## config.mk

```make
export PLATFORM = sky130hd
export DESIGN_NAME = byte_bus_bridge
export DESIGN_NICKNAME = d
export VERILOG_FILES = /design/src/rtl/byte_bus_bridge.sv
export SDC_FILE = /design/constraint.sdc
export NUM_CORES = 1
export LEC_CHECK = 0
export BUFFER_PORTS_ARGS = -buffer_cell sky130_fd_sc_hd__clkbuf_2
export CAP_MARGIN = 15
export CORE_ASPECT_RATIO = 0.9
export CORE_MARGIN = 4
export CORE_UTILIZATION = 58
export CTS_CLUSTER_SIZE = 10
export DETAILED_ROUTE_END_ITERATION = 8
export HOLD_SLACK_MARGIN = 0.03
export PLACE_DENSITY_LB_ADDON = 0.05
export SLEW_MARGIN = 10
export SYNTH_ARGS = -nofsm -noshare
export SYNTH_HDL_FRONTEND = slang
export SYNTH_SLANG_ARGS = --single-unit
```

## constraint.sdc

```tcl
create_clock -name clock -period 6.35 [get_ports clock]
set_input_delay 0.9525 -clock clock [delete_from_list [all_inputs] [get_ports clock]]
set_output_delay 0.9525 -clock clock [all_outputs]
set_load 0.02 [all_outputs]
```

## src/rtl/byte_bus_bridge.sv

```systemverilog
// Serialises the core's 32-bit memory steps into byte-wide SRAM transactions, gating the core with core_ce.
// Optional one-word read cache: define BYTE_BUS_BRIDGE_FETCH_CACHE_EN.
module byte_bus_bridge #(
   parameter int ADDR_W      = 20,
   parameter int WAIT_STATES = 1
) (
   input  logic              clock,
   input  logic              rst_n,
   input  logic [31:0]       core_a,
   input  logic [31:0]       core_o,
   input  logic [1:0]        core_ws,
   input  logic              core_w,
   output logic [31:0]       core_i,
   output logic              core_ce,
   output logic [ADDR_W-1:0] mem_a,
   output logic [7:0]        mem_dout,
   input  logic [7:0]        mem_din,
   output logic              mem_we
);
   // state  | meaning
   // S_IDLE | latch core request, one cycle
   // S_BYTE | one byte phase per (1+WAIT_STATES) cycles
   // S_ACK  | core_ce pulse, core advances on this edge
   typedef enum logic [1:0] {S_IDLE, S_BYTE, S_ACK} state_t;

   state_t            state, state_nxt;
   logic [ADDR_W-1:0] base;
   logic [31:0]       data;
   logic [31:0]       asm_word, asm_nxt;
   logic              wr;
   logic [1:0]        idx, last_idx;
   logic [3:0]        wait_cnt;
   logic              phase_end, last_byte;
   logic              hit;
   logic [31:0]       hit_word;
   logic              unused_core_a;

   assign unused_core_a = ^core_a[31:ADDR_W];

   assign phase_end = (wait_cnt == 4'd0);
   assign last_byte = phase_end && (idx == last_idx);

   assign mem_a    = base + ADDR_W'(idx);
   assign mem_dout = data[8*idx +: 8];
   assign mem_we   = (state == S_BYTE) && wr;
   assign core_ce  = (state == S_ACK);

`ifdef BYTE_BUS_BRIDGE_FETCH_CACHE_EN
   logic              cache_valid;
   logic [ADDR_W-1:0] cache_tag;
   logic [31:0]       cache_word;

   assign hit      = !core_w && cache_valid && (cache_tag == core_a[ADDR_W-1:0]);
   assign hit_word = cache_word;

   always_ff @(posedge clock or negedge rst_n) begin
      if (!rst_n) begin
         cache_valid <= 1'b0;
         cache_tag   <= '0;
         cache_word  <= 32'h0;
      end else if (state == S_IDLE && core_w) begin
         cache_valid <= 1'b0;
      end else if (state == S_BYTE && last_byte && !wr) begin
         cache_valid <= 1'b1;
         cache_tag   <= base;
         cache_word  <= asm_nxt;
      end
   end
`else
   assign hit      = 1'b0;
   assign hit_word = 32'h0;
`endif

   always_comb begin
      asm_nxt             = asm_word;
      asm_nxt[8*idx +: 8] = mem_din;
   end

   always_comb begin
      state_nxt = state;
      case (state)
         S_IDLE:  state_nxt = hit ? S_ACK : S_BYTE;
         S_BYTE:  if (last_byte) state_nxt = S_ACK;
         S_ACK:   state_nxt = S_IDLE;
         default: state_nxt = S_IDLE;
      endcase
   end

   always_ff @(posedge clock or negedge rst_n) begin
      if (!rst_n) state <= S_IDLE;
      else        state <= state_nxt;
   end

   always_ff @(posedge clock or negedge rst_n) begin
      if (!rst_n) begin
         base     <= '0;
         data     <= 32'h0;
         wr       <= 1'b0;
         idx      <= 2'd0;
         last_idx <= 2'd0;
         wait_cnt <= 4'd0;
         asm_word <= 32'h0;
         core_i   <= 32'h0;
      end else begin
         case (state)
            S_IDLE: begin
               if (hit) begin
                  core_i <= hit_word;
               end else begin
                  base     <= core_a[ADDR_W-1:0];
                  data     <= core_o;
                  wr       <= core_w;
                  // reads always fetch a full word; the core picks its own lanes
                  if (!core_w)           last_idx <= 2'd3;
                  else if (core_ws == 0) last_idx <= 2'd0;
                  else if (core_ws == 1) last_idx <= 2'd1;
                  else                   last_idx <= 2'd3;
                  idx      <= 2'd0;
                  asm_word <= 32'h0;
                  wait_cnt <= 4'(WAIT_STATES);
               end
            end
            S_BYTE: begin
               if (phase_end) begin
                  if (!wr) asm_word <= asm_nxt;
                  if (idx == last_idx) begin
                     core_i <= wr ? 32'h0 : asm_nxt;
                  end else begin
                     idx      <= idx + 2'd1;
                     wait_cnt <= 4'(WAIT_STATES);
                  end
               end else begin
                  wait_cnt <= wait_cnt - 4'd1;
               end
            end
            default: ;
         endcase
      end
   end
endmodule

```

==> flow_summary_export.csv <==
group,metric,value,unit
drt,ant_nets,0,
drt,first_pass_iters,4,
yosys,synth-xor-area-share,3.05,%
run_status,status,"complete, no violations",
grt,grt_max_degree,82,
cells_and_area,num-fill-cells,695,
grt,antenna_found_initial,0,
floorplan,initial_core_util,60.8,%
floorplan,num_io_pins,139,
drt,wire_per_inst,17.2,um
floorplan,rows,34,
yosys,synth_top_family_by_area,"simple AND/OR/NAND/NOR gates",
clock_tree,ctsHoldBuffers,0,
yosys,ys_seq_elements,127,
critical_path,critical_path_class,"register to output pin",
critical_path,ff2ff_setup_slack,3.69,ns
power,power,4.18,mW
hold_path,holdCritPathClass,"register to register",
yosys,syn-num-nets,619,
yosys,netlist_top_cells_count,"dfrtp_1 (127), nand2_1 (78), mux2_2 (51)",
floorplan,die_h,104,um
timing,fin_setup_tns,0,ns
timing,finalCriticalPeriod,4.27,ns
power,p_leak,3.32,nW
drt,dr.first_iter.drc_count,194,
timing,hold_viol,0,
power,irDropWorstVdd,327,uV
yosys,ys_seq_area_share,53.0,%
clock_tree,path_clk_slew,0.05,ns
grt,grt_pass1_vias,4655,
yosys,synth_area_leaders,"dfrtp_1 (53%), mux2_2 (9.6%), nand2_1 (4.9%), nor2b_1 (4.6%), a31oi_1 (3.3%)",
clock_tree,htreeDepth,4,
clock_tree,cts_tree,"done",
critical_path,worstPathRequired,5.40,ns
timing,drv_slew,0,
critical_path,crit_arrival,3.31,ns
critical_path,worst-r2r-cell-count,5,
timing,final-setup-viol-count,0,
timing,rsz0062_at_grt,"false",
hold_path,holdPathStages,2,
timing,fin_ws,2.08,ns
run,drv_cap,0,
yosys,synth_edf_count,0,
placement,dp_worst_setup_slack,2.51,ns
yosys,async_reset_ff_share,100,%
yosys,synth_mux_area_share,12.6,%
timing,worst_pin_slew,0.990,ns
yosys,yosysTopAreaCell,"dfrtp_1",
drt,routed_wl,13600,um
placement,io_buffers,126,
power,powerDensity,576,nW/um^2
timing,max_freq,234,MHz
yosys,ys_warn_count,0,
yosys,netlist_area,6000,um^2
clock_tree,numCtsBuffers,17,
floorplan,fp.dieW,115,um
clock_tree,clockBufferDepth,2,
yosys,syn_inst,532,
placement,placed_area,6680,um^2
placement,place_congestion,0.780,
grt,grt_pass1_wl,23000,um
cells_and_area,n_antenna_cell,0,
yosys,synth_compound_area_share,12.2,%
timing,min_period_over_period,67.2,%
yosys,synth_ff_type,"dfrtp_1",
drt,via_count,4482,
yosys,post_synth.cell_area_avg,11.3,um^2
placement,dpl.hpwl,9490,um
grt,grt.total_usage,24.1,%
critical_path,cp_max_fo,17,
cells_and_area,drive_gt1_share,36.0,%
critical_path,start_kind,"register",
clock_tree,cts_root_buf,"clkbuf_16",
floorplan,coreArea,9870,um^2
yosys,synthSimpleGateAreaFrac,14.0,%
cells_and_area,area.growth.synth_to_final,21.1,%
yosys,synthAdderAreaFrac,2.21,%
drt,drc,0,
yosys,netlist.area_leader.share,53.0,%
drt,via_per_inst,5.67,
cells_and_area,finalNetCount,738,
timing,slew_headroom,34.0,%
clock_tree,postCtsSetupBuffers,0,
critical_path,cp-end-kind,"output pin",
timing,whs,0.471,ns
floorplan,dieArea,12000,um^2
yosys,ys_types,50,
clock_tree,clk_latency,0.41,ns
cells_and_area,design_area,7260,um^2
grt,grt_overflow,0,
timing,finClkSkew,0.00456,ns
yosys,yosysMostFrequentCell,"dfrtp_1",
clock_tree,post_cts_resized,0,
clock_tree,cts_sinks,127,
-- where the power goes --
group	internal (mW)	switching, mW
sequential	1.19	0.302
combinational	0.716	1.03
clock	0.604	0.339
-- through the flow --
step                      utilization, %  std cells
final                               73.6        790
after global routing                73.6        790
after CTS                           73.6        790
after detailed placement            67.7        758
after global placement              67.7        758
after floorplan                        -        532
-- cell usage in the layout (no fill, tap or decap), types with 4 or more instances in the layout --
master,instances
dfrtp_1,127
clkbuf_2,125
clkbuf_16,17
o21ai_1,15
nor2_1,9
mux4_2,8
nor2b_1,44
ha_1,9
xor2_1,8
buf_4,5
o31ai_1,8
mux2_2,51
o31ai_2,8
a31oi_1,32
clkinv_2,6
nand2_1,78
inv_1,9
xnor2_1,11
o21ai_2,5
nand4_1,6
nand3_1,5
nor3_1,4
o21ai_0,32
-- flip-flops by register name, indices dropped and copies added (netlist names) --
register and cells:
wait_cnt 4, state 2, last_idx 2, data 32, core_i 32, idx 2, base 20, asm_word 32
wr 1
-- layout make-up --
class                           count  area, um^2  share of cell area [%]
Sequential cell                   127        3180                    43.8
Clock buffer                       21         470                    6.48
Clock inverter                     11         114                    1.57
Inverter                            9        33.8                   0.465
Multi-Input combinational cell    366        2650                    36.4
Timing Repair Buffer              130         663                    9.13
Tap cell                          126         158                    2.17
-- per-layer routing --
metal / wire (um) / GRT usage (%) / vias up
met5: 0 / 0 / -
met4: 217 / 7.38 / 0
met3: 1120 / 9.19 / 22
met2: 6690 / 38.5 / 135
met1: 5590 / 30.3 / 2200
li1: - / - / 2125
-- final timing paths --
kind	endpoint	startpoint
worst min-delay path	core_i[5]$_DFFE_PN0P_	core_i[5]$_DFFE_PN0P_
min in group asynchronous	asm_word[5]$_DFFE_PN0P_	rst_n
worst max register to register	core_i[4]$_DFFE_PN0P_	idx[0]$_DFFE_PN0P_
worst min register to register	core_i[5]$_DFFE_PN0P_	core_i[5]$_DFFE_PN0P_
worst max-delay path	mem_a[18]	idx[0]$_DFFE_PN0P_
max in group asynchronous	data[29]$_DFFE_PN0P_	rst_n
-- worst max-delay path, cell delays in order (launching register included) --
cell	delay, ns
dfrtp_1	0.89
ha_1	0.30
inv_1	0.06
fa_1	0.43
nand2b_1	0.21
nor4_1	0.45
nand4_1	0.18
xnor2_1	0.18
clkbuf_2	0.20
-- cells by family after synthesis --
| kind of cell | Yosys count |
|---|---|
| simple gates | 165 |
| buf+inv | 39 |
| mux | 59 |
| flops | 127 |
| compound gates | 112 |
| fa+ha+maj | 10 |
| xor+xnor | 20 |
Note: power is estimated with default switching activity, not from simulation.
